### src/rtl/ins_fetch_queue.sv
// Instruction fetch front end: owns the fetch PC, issues in-order IMEM reads and
// buffers returned words. Define FETCH_BYPASS_EN for a same-cycle response bypass.
module ins_fetch_queue #(
  parameter int          DEPTH    = 4,
  parameter logic [31:0] RESET_PC = 32'h0000_0000
) (
  input  logic        SYS_clk,
  input  logic        SYS_reset,
  output logic        IMEM_req_valid,
  input  logic        IMEM_req_ready,
  output logic [31:0] IMEM_req_addr,
  input  logic        IMEM_rsp_valid,
  input  logic [31:0] IMEM_rsp_data,
  input  logic        redirect_valid,
  input  logic [31:0] redirect_PC,
  output logic        ins_valid,
  input  logic        ins_ready,
  output logic [31:0] instruction,
  output logic [31:0] PC,
  output logic        fetch_fault
);

  localparam int AW = $clog2(DEPTH);
  localparam int CW = AW + 1;
  localparam logic [CW:0] DEPTH_W = (CW + 1)'(DEPTH);

  logic [31:0]   r_fetch_pc;
  logic [31:0]   r_data_mem [DEPTH];
  logic [31:0]   r_pc_mem   [DEPTH];
  logic [31:0]   r_pq_mem   [DEPTH];
  logic [AW-1:0] r_rd_ptr, r_wr_ptr;
  logic [AW-1:0] r_pq_rd, r_pq_wr;
  logic [CW-1:0] r_count, r_inflight, r_drop;
  logic          r_fault;

  logic [CW:0]   w_occupancy;
  logic          w_req_valid, w_req_hs;
  logic          w_rsp_live, w_fifo_valid, w_bypass, w_push, w_pop;
  logic [31:0]   w_rsp_pc;

  // Buffered words plus every outstanding request (including ones to be dropped)
  // reserve FIFO slots, so a returning word always has room.
  assign w_occupancy  = {1'b0, r_count} + {1'b0, r_inflight};
  assign w_req_valid  = SYS_reset && !r_fault && (w_occupancy < DEPTH_W) && !redirect_valid;
  assign w_req_hs     = w_req_valid && IMEM_req_ready;
  assign w_rsp_live   = IMEM_rsp_valid && (r_drop == '0);
  assign w_rsp_pc     = r_pq_mem[r_pq_rd];
  assign w_fifo_valid = !r_fault && (r_count != '0);

`ifdef FETCH_BYPASS_EN
  assign w_bypass = (r_count == '0) && w_rsp_live && !r_fault && !redirect_valid;
`else
  assign w_bypass = 1'b0;
`endif

  assign w_pop  = w_fifo_valid && ins_ready;
  assign w_push = w_rsp_live && !redirect_valid && !(w_bypass && ins_ready);

  assign IMEM_req_valid = w_req_valid;
  assign IMEM_req_addr  = r_fetch_pc;
  assign ins_valid      = w_fifo_valid || w_bypass;
  assign fetch_fault    = r_fault;

  // NOTE: every output gets a default before the branches, otherwise always_comb infers a latch.
  always_comb begin
    instruction = '0;
    PC          = '0;
    if (w_fifo_valid) begin
      instruction = r_data_mem[r_rd_ptr];
      PC          = r_pc_mem[r_rd_ptr];
    end
`ifdef FETCH_BYPASS_EN
    else if (w_bypass) begin
      instruction = IMEM_rsp_data;
      PC          = w_rsp_pc;
    end
`endif
  end

  // NOTE: storage arrays are not reset; pointers and count decide what is valid,
  // and outputs are masked to zero when nothing is valid.
  always_ff @(posedge SYS_clk) begin
    if (w_push) begin
      r_data_mem[r_wr_ptr] <= IMEM_rsp_data;
      r_pc_mem[r_wr_ptr]   <= w_rsp_pc;
    end
    if (w_req_hs) begin
      r_pq_mem[r_pq_wr] <= r_fetch_pc;
    end
  end

  // NOTE: sequential state uses non-blocking assignments so every register samples pre-edge values.
  always_ff @(posedge SYS_clk or negedge SYS_reset) begin
    if (!SYS_reset) begin
      r_fetch_pc <= RESET_PC;
      r_rd_ptr   <= '0;
      r_wr_ptr   <= '0;
      r_pq_rd    <= '0;
      r_pq_wr    <= '0;
      r_count    <= '0;
      r_inflight <= '0;
      r_drop     <= '0;
      r_fault    <= 1'b0;
    end else if (redirect_valid) begin
      // A response landing this cycle is already accounted for; the rest get dropped.
      r_fetch_pc <= redirect_PC;
      r_rd_ptr   <= '0;
      r_wr_ptr   <= '0;
      r_pq_rd    <= '0;
      r_pq_wr    <= '0;
      r_count    <= '0;
      r_inflight <= r_inflight - CW'(IMEM_rsp_valid);
      r_drop     <= r_inflight - CW'(IMEM_rsp_valid);
      r_fault    <= |redirect_PC[1:0];
    end else begin
      if (w_req_hs) begin
        r_fetch_pc <= r_fetch_pc + 32'd4;
        r_pq_wr    <= r_pq_wr + 1'b1;
      end
      if (w_rsp_live) r_pq_rd <= r_pq_rd + 1'b1;
      if (w_push)     r_wr_ptr <= r_wr_ptr + 1'b1;
      if (w_pop)      r_rd_ptr <= r_rd_ptr + 1'b1;
      if (IMEM_rsp_valid && (r_drop != '0)) r_drop <= r_drop - 1'b1;
      r_count    <= r_count + CW'(w_push) - CW'(w_pop);
      r_inflight <= r_inflight + CW'(w_req_hs) - CW'(IMEM_rsp_valid);
    end
  end

endmodule

### config.mk
export PLATFORM = sky130hd
export DESIGN_NAME = ins_fetch_queue
export DESIGN_NICKNAME = d
export VERILOG_FILES = /design/src/rtl/ins_fetch_queue.sv
export SDC_FILE = /design/constraint.sdc
export NUM_CORES = 1
export LEC_CHECK = 0
export CORE_MARGIN = 10
export CORE_UTILIZATION = 48
export CTS_CLUSTER_DIAMETER = 30
export DETAILED_ROUTE_END_ITERATION = 8
export PLACE_DENSITY = 0.72
export REMOVE_ABC_BUFFERS = 1
export SYNTH_ARGS = -nofsm -noshare
export SYNTH_HDL_FRONTEND = slang
export SYNTH_SLANG_ARGS = --single-unit
### constraint.sdc
create_clock -name SYS_clk -period 2.7 [get_ports SYS_clk]
set_input_delay 0.81 -clock SYS_clk [delete_from_list [all_inputs] [get_ports SYS_clk]]
set_output_delay 0.81 -clock SYS_clk [all_outputs]
set_load 0.005 [all_outputs]
# Yosys cells after proc, flatten, opt, wreduce, memory -nomap -nowiden
# Memories as Yosys holds them, arrays and structs flattened.
# Cells that the tools add are included.
[totals] regBits=50 word_cells=65 memories=3 ramBits=384 in_bits=70
[memory_table] memory="r_data_mem" depth=4 word_bits=32 read_ports=1 rd_ports_with_merged_regs=0 wr=1 line="28" text="logic [31:0] r_data_mem [DEPTH];"
[memory_table] memory="r_pc_mem" depth=4 word_bits=32 read_ports=1 rd_ports_with_merged_regs=0 wr=1 line="29" text="logic [31:0] r_pc_mem [DEPTH];"
[memory_table] memory="r_pq_mem" depth=4 word_bits=32 read_ports=1 rd_ports_with_merged_regs=0 wr=1 line="30" text="logic [31:0] r_pq_mem [DEPTH];"
[op_classes] add_sub_neg=12 magnitude_cmp=1 mux=20 n_reduce_logical=20
[op_table] operator="32-bit two-way mux" count=4
[op_table] operator="32-bit by 3-bit adder with 32-bit output, second input constant" count=1
[op_table] operator="2-bit two-way mux" count=8
[op_table] operator="3-bit two-way mux" count=4
[op_table] operator="2-bit nonzero test" count=5
[op_table] operator="1-bit logical AND" count=9
[op_table] operator="3-bit by 1-bit subtractor with 3-bit output" count=3
[op_table] operator="2-bit by 1-bit adder with 2-bit output, second input constant" count=4
[op_table] operator="3-bit by 1-bit adder with 3-bit output" count=2
[op_table] operator="3-bit nonzero test" count=2
[op_table] operator="3-bit by 3-bit adder with 4-bit output" count=1
[op_table] operator="4-bit by 3-bit less-than comparator with 1-bit output, second input constant" count=1
[op_table] operator="1-bit two-way mux" count=4
[op_table] operator="3-bit logical NOT" count=1
[op_table] operator="3-bit by 1-bit subtractor with 3-bit output, second input constant" count=1
[op_table] operator="1-bit logical NOT" count=2
[op_table] operator="2-bit OR reduction" count=1

# Depth between registers and ports, before layout
[logic_depth] depth_word=8 mapped_depth=12 depth_no_buf=12

# Worst setup path after synthesis
# No wires, ideal clock.
[synth_timing] kind="input -> register" startpoint="in redirect_valid" endpoint="mem r_data_mem[0][0] (enable)" slack_ns=-0.615 path_buffers=2 arrival_time_ns=2.886 path_stages=4 path_cell_list="clkbuf_1 -> clkbuf_1 -> nor2_1 -> and2_1"
[synth_between] elab_chain_cells=4
[synth_lines] item="start: declaration" line="14" text="input logic redirect_valid,"
[synth_lines] item="1-bit logical NOT" line="57" text="assign w_push = w_rsp_live && !redirect_valid && !(w_bypass && ins_ready);"
[synth_lines] item="1-bit logical AND" line="57"
[synth_lines] item="1-bit two-way mux" line="83" text="if (w_push) begin"
[synth_lines] item="1-bit two-way mux (not written as such)" line="84" text="r_data_mem[r_wr_ptr] <= IMEM_rsp_data;"
[synth_lines] item="end: declaration" line="28"
# Every way passes these cells.

# Worst setup path in the final report
[layout_timing] startpoint="reg r_rd_ptr[0]" endpoint="out PC[10]"
[layout_between] elab_chain_cells=2
[layout_lines] item="start: declaration" line="31" text="logic [AW-1:0] r_rd_ptr, r_wr_ptr;"
[layout_lines] item="start signal: assignment" line="122" text="if (w_pop) r_rd_ptr <= r_rd_ptr + 1'b1;"
[layout_lines] item="memory read 4 x 32 bit"
[layout_lines] item="32-bit two-way mux" line="68" text="if (w_fifo_valid) begin"
[layout_lines] item="end: declaration" line="19" text="output logic [31:0] PC,"
# Every way passes these cells.

==> metrics.md <==
| Metric | Value |
|---|---|
| Run status | `finished with violations` |
| Violated checks | `setup timing` |
| RePlAce Congestion | `0.785` |
| Minimum period implied by the final worst setup slack | `3.05 ns` |
| Die height | `209 µm` |
| Aggregate global-route resource usage | `18.2%` |
| Input/output buffers | `168` |
| Clock skew | `0.0320 ns` |
| Netlist Area Pre-Place | `~17000 µm²` |
| Sequential share of the synthesized area | `approximately 74%` |
| 1st-iter DRT viols | `a little under 700` |
| Fraction of registers with async set or reset after synthesis | `11.5%` |
| Kind of start point of the critical path | `flop` |
| TritonCTS clock tree | `built` |
| Endpoint of the most critical register-to-register path | `r_inflight[2]` |
| Longest Clk Path Bufs | `3` |
| Overall via count from detail_route | `9591` |
| Required time at the endpoint of the critical path | `1.89 ns` |
| Final standard cell count with taps included and fillers excluded | `1731` |
| Most common cell after layout, fill and taps aside | `edfxtp_1` |
| Count of flip-flops with a built-in enable after synthesis | `~380` |
| YS warnings | `0` |
| Die Area | `43800 µm²` |
| Post-route worst setup slack | `-0.348 ns` |
| Layout Area Growth over Synthesis | `37.4%` |
| Maximum number of pins on one net before global-route repair | `51` |
| Count of unique library cells instantiated by Yosys | `49` |
| Mapped Avg Cell Area | `approximately 19 µm²` |
| Aggregate global routing overflow | `0` |
| Placement row count | `around 70` |
| Class of the tightest hold or removal check | `input pin to asynchronous set/reset pin` |
| Insertion delay of the later-clocked pin in the worst-skew pair | `0.58 ns` |
| Sink count of the clock tree | `434` |
| Clock-pin slew of the registers on the worst-case setup and hold paths | `0.05 ns` |
| Post-CTS Hold Fix Bufs | `0` |
| Initial antenna violation count | `0` |
| Critical path type | `flop to output pin` |
| Placeable core region | `35500 µm²` |
| Diode insertion count for antenna repair | `0` |
| Relative slew slack | `43.2%` |
| Final number of hold-violating endpoints | `0` |
| Cell count of the worst reg-to-reg path | `12` |
| Slew @ Worst Pin | `~0.85 ns` |
| Maximum clock rate | `328 MHz` |
| Data arrival time at the worst-slack endpoint | `around 2.2 ns` |
| Finish-stage setup viols | `64` |
| DR vias/cell | `5.54` |
| Leakage power total | `8.28 nW` |
| WL/cell | `22.8 µm` |
| Number of placed instances with taps included | `about 1500` |
| Peak supply drop | `567 µV` |
| Reg2reg setup slack | `0.12 ns` |
| Fill count | `2340` |
| Htree depth | `3` |
| Number of global-route vias before repair | `around 10000` |
| Power per standard cell area | `819 nW/µm²` |
| Detailed-route DRC error count | `0` |
| Final Cycle Share | `113%` |
| RSZ-0062 raised after global routing | `yes` |
| Top_reg_cell synth | `edfxtp_1` |
| Antenna Nets Post-Route | `0` |
| Number of instances in the synthesized netlist | `about 900` |
| HPWL after DPL | `23800 µm` |
| Setup TNS after final layout | `-17.16 ns` |
| Die W | `209 µm` |
| Max-slew violations | `0` |
| Global-route wire length before repair | `roughly 62000 µm` |
| Max Cap Violations | `0` |
| Largest fanout on the critical path | `5` |
| Number of search-and-repair iterations in the first detailed-routing pass | `5` |
| Share of cells above drive strength 1 | `37.6%` |
| Ports placed on the boundary | `169` |
| Number of buffers added by the clock tree synthesis step | `87` |
| Initial Utilization | `48.5%` |
| Clock tree root driver cell | `clkbuf_16` |
| Total wire length | `around 39000 µm` |
| Most frequent cells in the layout | `edfxtp_1, clkdlybuf4s50_1, mux4_2, clkbuf_16, buf_6` |
| Nets | `approximately 1300` |
| Post-synthesis sequential element count | `434` |
| Capturing element type of the critical path | `output pin` |
| Startpoint of the worst-slack reg-to-reg timing path | `r_count[2]` |
## area by class of cell
cell class | count | area (µm²) | share of cell area, %
Multi-Input combinational cell | 400 | 4380 | 18.5
Timing Repair Buffer | 259 | 2990 | 12.7
Tap cell | 461 | 577 | 2.44
Clock buffer | 102 | 2280 | 9.66
Clock inverter | 56 | 543 | 2.30
Inverter | 19 | 71.3 | 0.302
Sequential cell | 434 | 12800 | 54.1
## kinds of logic (layout without fill, tap and decap cells)
logic type	Yosys count	after routing	synth area share (%)
compound gates	69	69	2.73
mux	102	102	12.9
simple gates	193	193	6.09
buf+inv	63	436	1.60
fa+ha+maj	21	21	1.61
xor+xnor	15	15	0.763
flops	434	434	74.3
## power breakdown
group | internal (mW) | switching (mW)
registers | 7.60 | 0.201
clock network | 6.72 | 3.36
logic | 0.810 | 0.670
total | 15.1 | 4.23
## timing repair
item                                    4_1_cts  5_1_grt
pin swaps                                    47        9
setup buffers                                28        2
endpoints found under the setup margin       67       68
cloned                                        7        0
gates resized for setup                     395       27
## cells in the mapped netlist (6+ instances only)
| cell | number | area (µm²) |
|---|---|---|
| a21oi_1 | 10 | 50.1 |
| inv_1 | 18 | 67.6 |
| dfrtp_1 | 50 | 1250 |
| nor3_1 | 8 | 40.0 |
| nor2_1 | 26 | 97.6 |
| clkbuf_1 | 26 | 97.6 |
| xor2_1 | 9 | 78.8 |
| mux4_2 | 96 | 2160 |
| ha_1 | 19 | 238 |
| and2_1 | 73 | 457 |
| o211ai_1 | 10 | 75.1 |
| o21ai_0 | 20 | 100 |
| xnor2_1 | 6 | 52.6 |
| nand3_1 | 17 | 85.1 |
| nand4_1 | 9 | 56.3 |
| o311ai_0 | 10 | 87.6 |
| buf_2 | 10 | 50.1 |
| edfxtp_1 | 384 | 11500 |
| nand2_1 | 42 | 158 |
## registers in the layout (all words and copies together) (netlist names)
name	flops
IMEM_req_addr	32
r_pq_mem	128
r_pc_mem	128
r_drop	3
r_rd_ptr	2
r_count	3
r_wr_ptr	2
r_data_mem	128
r_pq_wr	2
r_inflight	3
r_pq_rd	2
fetch_fault	1
## worst max-delay path by stage
stage | startpoint | end | slack (ns) | depth (start not counted)
2_1_floorplan | r_rd_ptr[0] | PC[0] | -1.53 | 2
3_3_place_gp | redirect_valid | r_inflight[2] | -0.30 | 11
3_5_place_dp | redirect_valid | r_inflight[2] | -0.34 | 11
4_1_cts | r_rd_ptr[0] | PC[11] | -0.36 | 6
5_1_grt | r_rd_ptr[0] | PC[10] | -0.39 | 6
6_report | r_rd_ptr[0] | PC[10] | -0.35 | 6
## per-stage QoR
| step | setup WS (ns) | cell area (µm²) | utilization [%] | power, mW | hold WS, ns |
|---|---|---|---|---|---|
| 5_1_grt | -0.389 | 23600 | 66.6 | 20.1 | 0.436 |
| 6_report | -0.348 | 23600 | 66.6 | 19.4 | 0.387 |
| 3_3_place_gp | -0.299 | 20000 | 56.5 | 9.20 | 0.546 |
| 4_1_cts | -0.360 | 23600 | 66.5 | 19.5 | 0.385 |
| 2_1_floorplan | -1.53 | 17000 | - | 8.53 | 0.484 |
| 3_5_place_dp | -0.338 | 20000 | 56.5 | 9.24 | 0.571 |
## critical path, stage by stage, from the launching register on
cell     delay [ns]
dfrtp_4        0.52
buf_12         0.16
buf_12         0.13
buf_16         0.14
mux4_2         0.44
and2_4         0.18
buf_6          0.11
## layer usage
| metal | part of all wire (%) | GRT usage [%] |
|---|---|---|
| met2 | 49 | 29.2 |
| met4 | 2.0 | 5.88 |
| met3 | 7.7 | 5.15 |
| met1 | 41 | 23.6 |
| met5 | 0 | 0 |
Power figures use the tool's default switching activity.
